[config.mk]
export PLATFORM = sky130hd
export DESIGN_NAME = serial_adder6_flat
export DESIGN_NICKNAME = d
export VERILOG_FILES = /design/src/rtl/serial_adder6_if.sv /design/src/rtl/serial_adder6.sv /design/src/flat_wrapper.sv
export SDC_FILE = /design/constraint.sdc
export NUM_CORES = 1
export LEC_CHECK = 0
export CAP_MARGIN = 20
export CORE_AREA = 2 2 60 48
export CTS_CLUSTER_SIZE = 12
export DETAILED_ROUTE_END_ITERATION = 7
export DIE_AREA = 0 0 62 50
export DONT_BUFFER_PORTS = 1
export PLACE_DENSITY = 0.71
export SETUP_SLACK_MARGIN = 0.4
export SLEW_MARGIN = 25
export SYNTH_ARGS = -nofsm -noshare
export SYNTH_HDL_FRONTEND = slang
export SYNTH_SLANG_ARGS = --single-unit
[constraint.sdc]
create_clock -name clk -period 1.4 [get_ports clk]
set_clock_uncertainty 0.15 [all_clocks]
set_input_delay 0.14 -clock clk [delete_from_list [all_inputs] [get_ports clk]]
set_output_delay 0.14 -clock clk [all_outputs]
set_load 0.005 [all_outputs]
[src/rtl/serial_adder6_if.sv]
// Handshake/bus bundle for the 6-bit serial adder.
// master: start, A, B out; S, Cout, busy, done in. slave: the reverse.
interface serial_adder6_if;
   logic       start;
   logic [5:0] A;
   logic [5:0] B;
   logic [5:0] S;
   logic       Cout;
   logic       busy;
   logic       done;

   modport master (
      output start,
      output A,
      output B,
      input  S,
      input  Cout,
      input  busy,
      input  done
   );

   modport slave (
      input  start,
      input  A,
      input  B,
      output S,
      output Cout,
      output busy,
      output done
   );
endinterface

[src/rtl/serial_adder6.sv]
// Bit-serial 6-bit adder: LSB-first, one full-adder step per clock.
// Ports: clk, rst (async, active-high), bus (slave): start/A/B in,
// S/Cout (registered result), busy (RUN), done (one-cycle pulse) out.
module serial_adder6 (
   input  logic                  clk,
   input  logic                  rst,
   serial_adder6_if.slave        bus
);

   typedef enum logic [1:0] {
      IDLE = 2'd0,
      RUN  = 2'd1,
      DONE = 2'd2
   } state_t;

   state_t     state;
   state_t     state_nx;

   logic [5:0] a_sr;
   logic [5:0] b_sr;
   logic [5:0] r_sr;
   logic       c_q;
   logic [2:0] cnt;
   logic [5:0] s_q;
   logic       cout_q;

   logic       sum_bit;
   logic       carry_nx;
   logic [5:0] r_nx;
   logic       accept;
   logic       last;

   // Full-adder step on the operand LSBs and the stored carry.
   always_comb begin
      sum_bit  = a_sr[0] ^ b_sr[0] ^ c_q;
      carry_nx = (a_sr[0] & b_sr[0]) |
                 (c_q & (a_sr[0] ^ b_sr[0]));
      // Sum enters from the MSB end so bit 0 lands at r[0] after 6 steps.
      r_nx     = {sum_bit, r_sr[5:1]};
   end

   assign accept = (state != RUN) & bus.start;
   assign last   = (state == RUN) & (cnt == 3'd5);

   // State register.
   always_ff @(posedge clk or posedge rst) begin
      if (rst) begin
         state <= IDLE;
      end else begin
         state <= state_nx;
      end
   end

   // Next-state logic.
   always_comb begin
      state_nx = state;
      unique case (state)
         IDLE,
         DONE: begin
            if (bus.start) begin
               state_nx = RUN;
            end else begin
               state_nx = IDLE;
            end
         end
         RUN: begin
            if (cnt == 3'd5) begin
               state_nx = DONE;
            end else begin
               state_nx = RUN;
            end
         end
         default: state_nx = IDLE;
      endcase
   end

   // Output logic.
   always_comb begin
      bus.busy = 1'b0;
      bus.done = 1'b0;
      unique case (state)
         RUN:     bus.busy = 1'b1;
         DONE:    bus.done = 1'b1;
         default: ;
      endcase
   end

   // Operand, result, carry and counter datapath.
   always_ff @(posedge clk or posedge rst) begin
      if (rst) begin
         a_sr <= '0;
         b_sr <= '0;
         r_sr <= '0;
         c_q  <= 1'b0;
         cnt  <= '0;
      end else if (accept) begin
         a_sr <= bus.A;
         b_sr <= bus.B;
         c_q  <= 1'b0;
         cnt  <= '0;
      end else if (state == RUN) begin
         a_sr <= {1'b0, a_sr[5:1]};
         b_sr <= {1'b0, b_sr[5:1]};
         r_sr <= r_nx;
         c_q  <= carry_nx;
         cnt  <= cnt + 3'd1;
      end
   end

   // Visible result only changes on the bit-5 step, never mid-run.
   always_ff @(posedge clk or posedge rst) begin
      if (rst) begin
         s_q    <= '0;
         cout_q <= 1'b0;
      end else if (last) begin
         s_q    <= r_nx;
         cout_q <= carry_nx;
      end
   end

   assign bus.S    = s_q;
   assign bus.Cout = cout_q;

endmodule

[src/flat_wrapper.sv]
// flat-port wrapper written by rule: the top's interface ports become plain ports
module serial_adder6_flat 
  (clk, rst, bus_start, bus_A, bus_B, bus_S, bus_Cout, bus_busy, bus_done);
  serial_adder6_if bus_i ();
  input  logic clk;
  input  logic rst;
  input wire logic [$bits(bus_i.start)-1:0] bus_start;
  input wire logic [$bits(bus_i.A)-1:0] bus_A;
  input wire logic [$bits(bus_i.B)-1:0] bus_B;
  output wire logic [$bits(bus_i.S)-1:0] bus_S;
  output wire logic [$bits(bus_i.Cout)-1:0] bus_Cout;
  output wire logic [$bits(bus_i.busy)-1:0] bus_busy;
  output wire logic [$bits(bus_i.done)-1:0] bus_done;
  assign bus_i.start = bus_start;
  assign bus_i.A = bus_A;
  assign bus_i.B = bus_B;
  assign bus_S = bus_i.S;
  assign bus_Cout = bus_i.Cout;
  assign bus_busy = bus_i.busy;
  assign bus_done = bus_i.done;
  serial_adder6 u_core (.clk(clk), .rst(rst), .bus(bus_i));
endmodule
# After elaboration in Yosys (flattened, before gate mapping)
# Cells that the tools add are included.
# Widths: inputs -> output; s select.
totals:
  reg_bits: 31
  inputBits: 15
  elab_cells: 38
classes:
  n_addsub: 1
  n_eq_ne: 4
  muxes: 13
  n_bitwise: 8
  reduce_logical: 4
ops:
  columns: ["operator", "count"]
  rows:
  - ["$mux 6", 4]
  - ["$mux 3", 2]
  - ["$mux 1", 5]
  - ["$and 1x1->1", 4]
  - ["$pmux 2 s2", 1]
  - ["$add 3x1->3 const B", 1]
  - ["$eq 3x3->1 const B", 1]
  - ["$eq 2x1->1 const B", 1]
  - ["$eq 2x2->1 const B", 1]
  - ["$logic_not 2->1", 1]
  - ["$mux 2", 1]
  - ["$ne 2x1->1 const B", 1]
  - ["$reduce_and 2->1", 1]
  - ["$reduce_bool 2->1", 1]
  - ["$reduce_or 2->1", 1]
  - ["$xor 1x1->1", 2]
  - ["$not 1->1", 1]
  - ["$or 1x1->1", 1]

# Longest topological paths before layout
# Gate-level depths: netlist of run 1.
logic_depth:
  ltp_word: 5
  mapped_depth: 6
  depth_no_buf: 5

# Worst setup path before layout of run 1
# Ideal clock, no wire load.
synth_path:
  kind: "register -> register"
  from: "register u_core.c_q"
  to: "register u_core.s_q[5] (netlist: u_core.bus.S[5])"
  arrival_ps: 1115
  required_time_ps: 1125
  path_slack_ps: 10
  path_stages_with_launch: 3
  path_buffers: 0
  synth_period_minus_slack_ps: 1390
  cell_sequence: "dfrtp_1 fa_1 mux2_2"
synth_via:
  elab_chain_len: 1
synth_rtl:
  columns: ["item", "line_no", "text"]
  rows:
  - ["from (decl)", "serial_adder6.sv:22", "logic c_q;"]
  - ["from (signal assigned)", "serial_adder6.sv:105", "c_q <= carry_nx;"]
  - ["$xor 1x1->1", "serial_adder6.sv:35", "sum_bit = a_sr[0] ^ b_sr[0] ^ c_q;"]
  - ["named net u_core.sum_bit", "serial_adder6.sv:27", "logic sum_bit;"]
  - ["to (signal assigned)", "serial_adder6.sv:116", "s_q <= r_nx;"]
  - ["to (decl)", "serial_adder6.sv:24", "logic [5:0] s_q;"]
# The timed path passes the listed nets, and every way through them passes these cells.
# A chain may end at the register's enable or synchronous reset.

# Worst setup path in the final report of run 1
layout_path:
  from: "register u_core.b_sr[0]"
  to: "register u_core.s_q[5] (netlist: u_core.bus.S[5])"
layout_via:
  elab_chain_len: 2
layout_rtl:
  columns: ["item", "line_no", "text"]
  rows:
  - ["from (decl)", "serial_adder6.sv:20", "logic [5:0] b_sr;"]
  - ["from (signal assigned)", "serial_adder6.sv:98", "b_sr <= bus.B;"]
  - ["from (signal assigned)", "serial_adder6.sv:103", "b_sr <= {1'b0, b_sr[5:1]};"]
  - ["$xor 1x1->1 (2 in series)", "serial_adder6.sv:35", null]
  - ["named net u_core.sum_bit", "serial_adder6.sv:27", null]
# The timed path passes the listed nets, and every way through them passes these cells.

==> impl_metrics.py, run 1 <==
metrics = {
    "clock_tree": {
        "numCtsBuffers": 5,
        "clk_pin_slew_ns": 0.09,
        "clock_sinks": 30,
        "htreeDepth": 2,
        "cts_root_buffer": "clkbuf_4",
        "cts_hold_buf": 14,
        "cts.path.max_buffers": 2,
        "cts_tree": "built",
        "clk_latency_ns": 0.32,
    },
    "timing": {
        "rsz0062_at_grt": "true",
        "setup_ws_ns": -0.0559,
        "layout_min_cycle_time_ns": 1.46,
        "period_share": 1.04,
        "worst_pin_slew_ns": 0.380,
        "hold_viol_final": 13,
        "setup_violations": 11,
        "relSlewSlack": 0.747,
        "holdWs_ns": -0.134,
        "fmax_mhz": 687,
        "final_max_slew_viol_count": 0,
    },
    "route": {
        "ant_nets": 0,
        "routedWlPerCell_um": 17.9,
        "drc_errors": 0,
        "vias": 996,
        "viasPerCell": 5.35,
        "finalWirelength_um": 3320,
        "dr.pass1.iters": 4,
        "dr.first_iter.drc_count": 42,
    },
    "cells_and_area": {
        "fillers": 135,
        "drive_above_1_share": 0.467,
        "seq_area_sq_um": 751,
        "final_common_cell": "dfrtp_1",
        "fin_util": 0.797,
        "nets": 168,
        "final_cell_mix": "dfrtp_1, nand2_1, dlygate4sd3_1",
        "syn2layout_area_growth_pct": 51.6,
        "fin_area_sq_um": 1990,
        "num_antenna_cells": 0,
        "multi_input_area_sq_um": 707,
        "final_cells": 186,
    },
    "worst_setup_path": {
        "cp.arrival_ns": 1.52,
        "cp-end-kind": "flop",
        "slowest_delay_ns": 0.50,
        "crit_slowest_cell": "fa_2",
        "crit_chain": "fa_2 -> mux2_2",
        "cp_top_family": "adder cells",
        "path_max_fanout": 2,
        "path_buf_inv": 0,
        "cp.required_ns": 1.47,
        "cp-start-kind": "flop",
        "path_class": "flop to flop",
    },
    "global_routing": {
        "grt_max_degree": 31,
        "grt_pass1_vias": 1017,
        "grt_antenna_before_repair": 0,
        "grt_pass1_wl_um": 5200,
        "grt_usage": 0.235,
        "grt_remaining_overflow": 0,
    },
    "logic_synthesis": {
        "ys_seq_elements": 30,
        "synth_nets": 134,
        "synth_cell_types": 20,
        "yosysSeqAreaShare": 0.571,
        "syn_inst": 116,
        "ys.warnings.count": 0,
        "synth.avg_cell_area_sq_um": 11.3,
        "synth_area_sq_um": 1320,
    },
    "place": {
        "place_congestion": 0.718,
        "portBuffers": 0,
        "hpwl_um": 1490,
        "placed_area_sq_um": 1390,
        "place_inst": 153,
    },
    "floorplanning": {
        "rows": 16,
        "fp.dieArea_sq_um": 3100,
        "coreArea_sq_um": 2500,
        "start_util": 0.525,
        "die_h_um": 50,
        "die_w_um": 62,
        "io_pins": 24,
    },
    "power_and_ir_drop": {
        "p_leak_nw": 0.954,
        "peakVddDrop_mv": 1.36,
        "power_w": 0.00458,
        "p_per_area_nw_per_um2": 2300,
    },
    "hold_path": {
        "hp-class": "input port to flop",
    },
    "status": {
        "violations": "hold timing, setup timing",
        "status": "finished with violations",
    },
    "job": {
        "drv_cap": 0,
    },
}
-- logic make-up (layout without fill, tap and decap cells) --
logic type               Yosys count  in the layout  share of synthesized area
multiplexers                      20             20                      0.165
adder cells (fa/ha/maj)            3              3                     0.0343
AO/OA/AOI/OAI                     15             15                     0.0599
buffers and inverters             11             45                     0.0466
AND/OR/NAND/NOR                   37             37                      0.124
flip-flops                        30             30                      0.571
-- cell type report --
type	instances	area share
Clock buffer	7	0.0226
Inverter	5	0.0157
Multi-Input combinational cell	75	0.355
Sequential cell	30	0.377
Tap cell	36	0.0226
Timing Repair Buffer	33	0.208
-- cells in the mapped netlist (all sizes together) --
master,instances,share of area
a22o,1,0.0067
buf,5,0.026
clkbuf,1,0.0029
clkinv,1,0.0067
dfrtp,30,0.57
fa,1,0.015
ha,2,0.019
inv,4,0.011
mux2,7,0.066
mux2i,13,0.099
nand2,29,0.083
nand2b,1,0.0048
nand3,3,0.021
nor2,2,0.0057
nor2b,2,0.0095
o21ai,14,0.053
-- per-layer routing --
| layer | track usage | wire length [um] |
|---|---|---|
| met5 | 0 | 0 |
| met4 | 0.0496 | 55 |
| met3 | 0.0892 | 235 |
| met2 | 0.354 | 1630 |
| met1 | 0.324 | 1410 |
-- sequential cells by signal (all words and copies together) (netlist names) --
signal	cells
u_core.cnt	3
u_core.bus.Cout	1
u_core.bus.S	6
u_core.r_sr	5
u_core.c_q	1
u_core.state	2
u_core.a_sr	6
u_core.b_sr	6
-- stage by stage --
stage	hold slack [ns]	setup WS (ns)	setup TNS, ns
2_1_floorplan	0.0808	0.0111	0
3_3_place_gp	-0.0280	-0.0286	-0.0520
3_5_place_dp	-0.0238	-0.0415	-0.241
4_1_cts	-0.152	-0.0143	-0.0197
5_1_grt	-0.138	-0.0762	-0.749
6_report	-0.134	-0.0559	-0.246
-- what timing repair did --
action	4_1_cts	5_1_grt
resized for setup	62	21
pin swaps	9	15
setup buffers	3	6
endpoints found under the hold margin	47	13
cloned	3	0
setup endpoints to repair	39	39
-- worst paths after layout --
path | start | end | slack (ns) | cells past startpoint
setup / recovery | u_core.b_sr[0] | u_core.bus.S[5] | -0.06 | 2
hold / removal | bus_start | u_core.b_sr[2] | -0.13 | 2
setup reg to reg | u_core.b_sr[0] | u_core.bus.S[5] | -0.06 | 2
hold reg to reg | u_core.r_sr[1] | u_core.r_sr[1] | 0.35 | 2
max in group asynchronous | rst | u_core.b_sr[0] | 0.63 | 3
min in group asynchronous | rst | u_core.cnt[2] | 0.19 | 3
-- power by group --
| group | total (W) | leakage [nW] | internal [W] | switching (W) |
|---|---|---|---|---|
| Sequential | 0.00163 | 0.380 | 0.00125 | 0.000380 |
| Combinational | 0.00248 | 0.549 | 0.00139 | 0.00109 |
| Clock | 0.000476 | 0.0254 | 0.000189 | 0.000287 |
No activity file was read; power rests on OpenSTA's default activity.
==> run 2, diff against run 1 <==
CTS_BUF_LIST = sky130_fd_sc_hd__clkbuf_16   (was unset)
==> run 2 against run 1 <==
The run still ends with hold timing, setup timing left. Die area stayed put. Fmax hardly changed. Setup slack better by 0.00059 ns. First-iteration DRC count is 52% lower. Design area is 4.7% higher. Sequential share of layout area is 1.7 points lower. Clock power is 110% higher.
==> impl_metrics.py, run 2 (synthesis results as in run 1) <==
metrics = {
    "power_and_ir_drop": {
        "pwr-share-seq": 0.314,
        "p_per_area_nw_per_um2": 2480,
        "power.share.switching": 0.367,
        "peakVddDrop_mv": 1.62,
        "p_leak_nw": 1.00,
        "p_sw_w": 0.00190,
        "combPwrFrac": 0.494,
        "internal-power_w": 0.00328,
        "clkPwrFrac": 0.191,
    },
    "timing": {
        "period_share": 1.04,
        "setup_violations": 6,
        "worst_pin_slew_ns": 0.370,
        "fin_tns_setup_ns": -0.0845,
        "relSlewSlack": 0.753,
        "layout_min_cycle_time_ns": 1.46,
        "holdWs_ns": -0.0656,
        "hold_viol_final": 12,
        "rsz0062_at_grt": "true",
        "setup_ws_ns": -0.0554,
        "final_max_slew_viol_count": 0,
        "fmax_mhz": 687,
    },
    "worst_setup_path": {
        "path_depth": 2,
        "path_class": "flop to flop",
        "path_buf_inv": 0,
        "worstSetupStartpoint": "u_core.c_q",
        "slowest_delay_ns": 0.50,
        "cp.arrival_ns": 1.46,
        "path_max_fanout": 2,
        "cp_top_family": "adder cells",
        "cp.required_ns": 1.41,
        "crit_chain": "fa_2 -> mux2_2",
        "worstSetupEndpoint": "u_core.bus.S[5]",
        "crit_slowest_cell": "fa_2",
        "reg2reg_to": "u_core.bus.S[5]",
        "r2r_start": "u_core.c_q",
        "cp-start-kind": "flop",
        "cp-end-kind": "flop",
        "worstRegToRegCells": 2,
        "reg2reg_slack_ns": -0.06,
    },
    "clock_tree": {
        "cts_hold_buf": 14,
        "cts_tree": "built",
        "cts.path.max_buffers": 2,
        "clk_latency_ns": 0.28,
        "numCtsBuffers": 5,
        "cts_root_buffer": "clkbuf_16",
        "htreeDepth": 2,
        "clock_sinks": 30,
        "clk_pin_slew_ns": 0.05,
    },
    "cells_and_area": {
        "nets": 169,
        "drive_above_1_share": 0.457,
        "seq_area_sq_um": 751,
        "final_common_cell": "dfrtp_1",
        "final_cell_mix": "dfrtp_1, nand2_1, dlygate4sd3_1",
        "syn2layout_area_growth_pct": 58.7,
        "fillers": 111,
        "fin_area_sq_um": 2090,
        "num_antenna_cells": 0,
        "multi_input_area_sq_um": 722,
    },
    "place": {
        "hpwl_um": 1490,
        "placed_area_sq_um": 1390,
        "place_congestion": 0.718,
        "portBuffers": 0,
    },
    "job": {
        "drv_cap": 0,
    },
    "floorplanning": {
        "die_h_um": 50,
        "rows": 16,
        "coreArea_sq_um": 2500,
        "start_util": 0.525,
        "io_pins": 24,
        "fp.dieArea_sq_um": 3100,
        "die_w_um": 62,
    },
    "global_routing": {
        "grt_remaining_overflow": 0,
        "grt_pass1_vias": 1077,
        "grt_pass1_wl_um": 5600,
        "grt_usage": 0.262,
        "grt_antenna_before_repair": 0,
        "grt_max_degree": 31,
    },
    "route": {
        "dr.first_iter.drc_count": 20,
        "drc_errors": 0,
        "finalWirelength_um": 3580,
        "viasPerCell": 5.46,
        "routedWlPerCell_um": 19.1,
        "dr.pass1.iters": 4,
        "vias": 1021,
        "ant_nets": 0,
    },
    "status": {
        "status": "finished with violations",
        "violations": "hold timing, setup timing",
    },
    "hold_path": {
        "hp-class": "input port to flop",
    },
}
==> run 2: layout make-up <==
cell class | instances | share of cell area
Inverter | 5 | 0.0150
Timing Repair Buffer | 34 | 0.194
Sequential cell | 30 | 0.360
Tap cell | 36 | 0.0216
Multi-Input combinational cell | 75 | 0.346
Clock buffer | 5 | 0.0600
Clock inverter | 2 | 0.00360
==> run 2: power by group through the flow <==
stage	Sequential, W	Clock [W]	Combinational, W
after floorplan	0.00146	0	0.000889
after global placement	0.00151	0	0.00102
after detailed placement	0.00152	0	0.00106
after CTS	0.00156	0.000977	0.00208
after global routing	0.00166	0.00104	0.00271
final	0.00163	0.000990	0.00256
==> run 2: worst min-delay path by stage <==
stage                          from         endpoint  slack, ns  depth (start not counted)
final                     bus_start   u_core.a_sr[2]      -0.07                          2
after global routing      bus_start   u_core.b_sr[4]      -0.06                          2
after CTS                 bus_start   u_core.a_sr[5]      -0.11                          2
after detailed placement        rst  u_core.bus.S[0]      -0.02                          2
after global placement          rst  u_core.bus.S[0]      -0.03                          2
after floorplan                 rst   u_core.a_sr[0]       0.08                          1
==> run 2: what timing repair did <==
item / in CTS / in global routing
setup endpoints to repair: 32 / 32
pin swaps: 7 / 19
buffers inserted: 7 / 2
cloned: 4 / 0
gates resized for setup: 62 / 25
endpoints found under the hold margin: 47 / 11
==> run 2: per-stage QoR <==
step                setup slack, ns  cells   util  total power [W]  hold WS (ns)
finish                      -0.0554    187  0.834          0.00517       -0.0656
global route                -0.0725    187  0.834          0.00541       -0.0622
CTS                         -0.0115    185  0.786          0.00462        -0.112
detailed placement          -0.0415    153  0.554          0.00257       -0.0238
global placement            -0.0286    153  0.554          0.00253       -0.0280
floorplan                    0.0111    116      -          0.00234        0.0808
==> run 2: routing by layer <==
layer / part of all wire / global-route usage / vias to the layer above / wire length (um)
met5: 0 / 0 / - / 0
met4: 0.014 / 0.0887 / 0 / 51
met3: 0.065 / 0.108 / 7 / 231
met2: 0.48 / 0.372 / 36 / 1720
met1: 0.44 / 0.361 / 524 / 1570
li1: - / - / 454 / -
==> run 2: worst register-to-register path: stages (launching register included) <==
cell and delay (ns):
dfrtp_1 0.42, fa_2 0.50, mux2_2 0.28
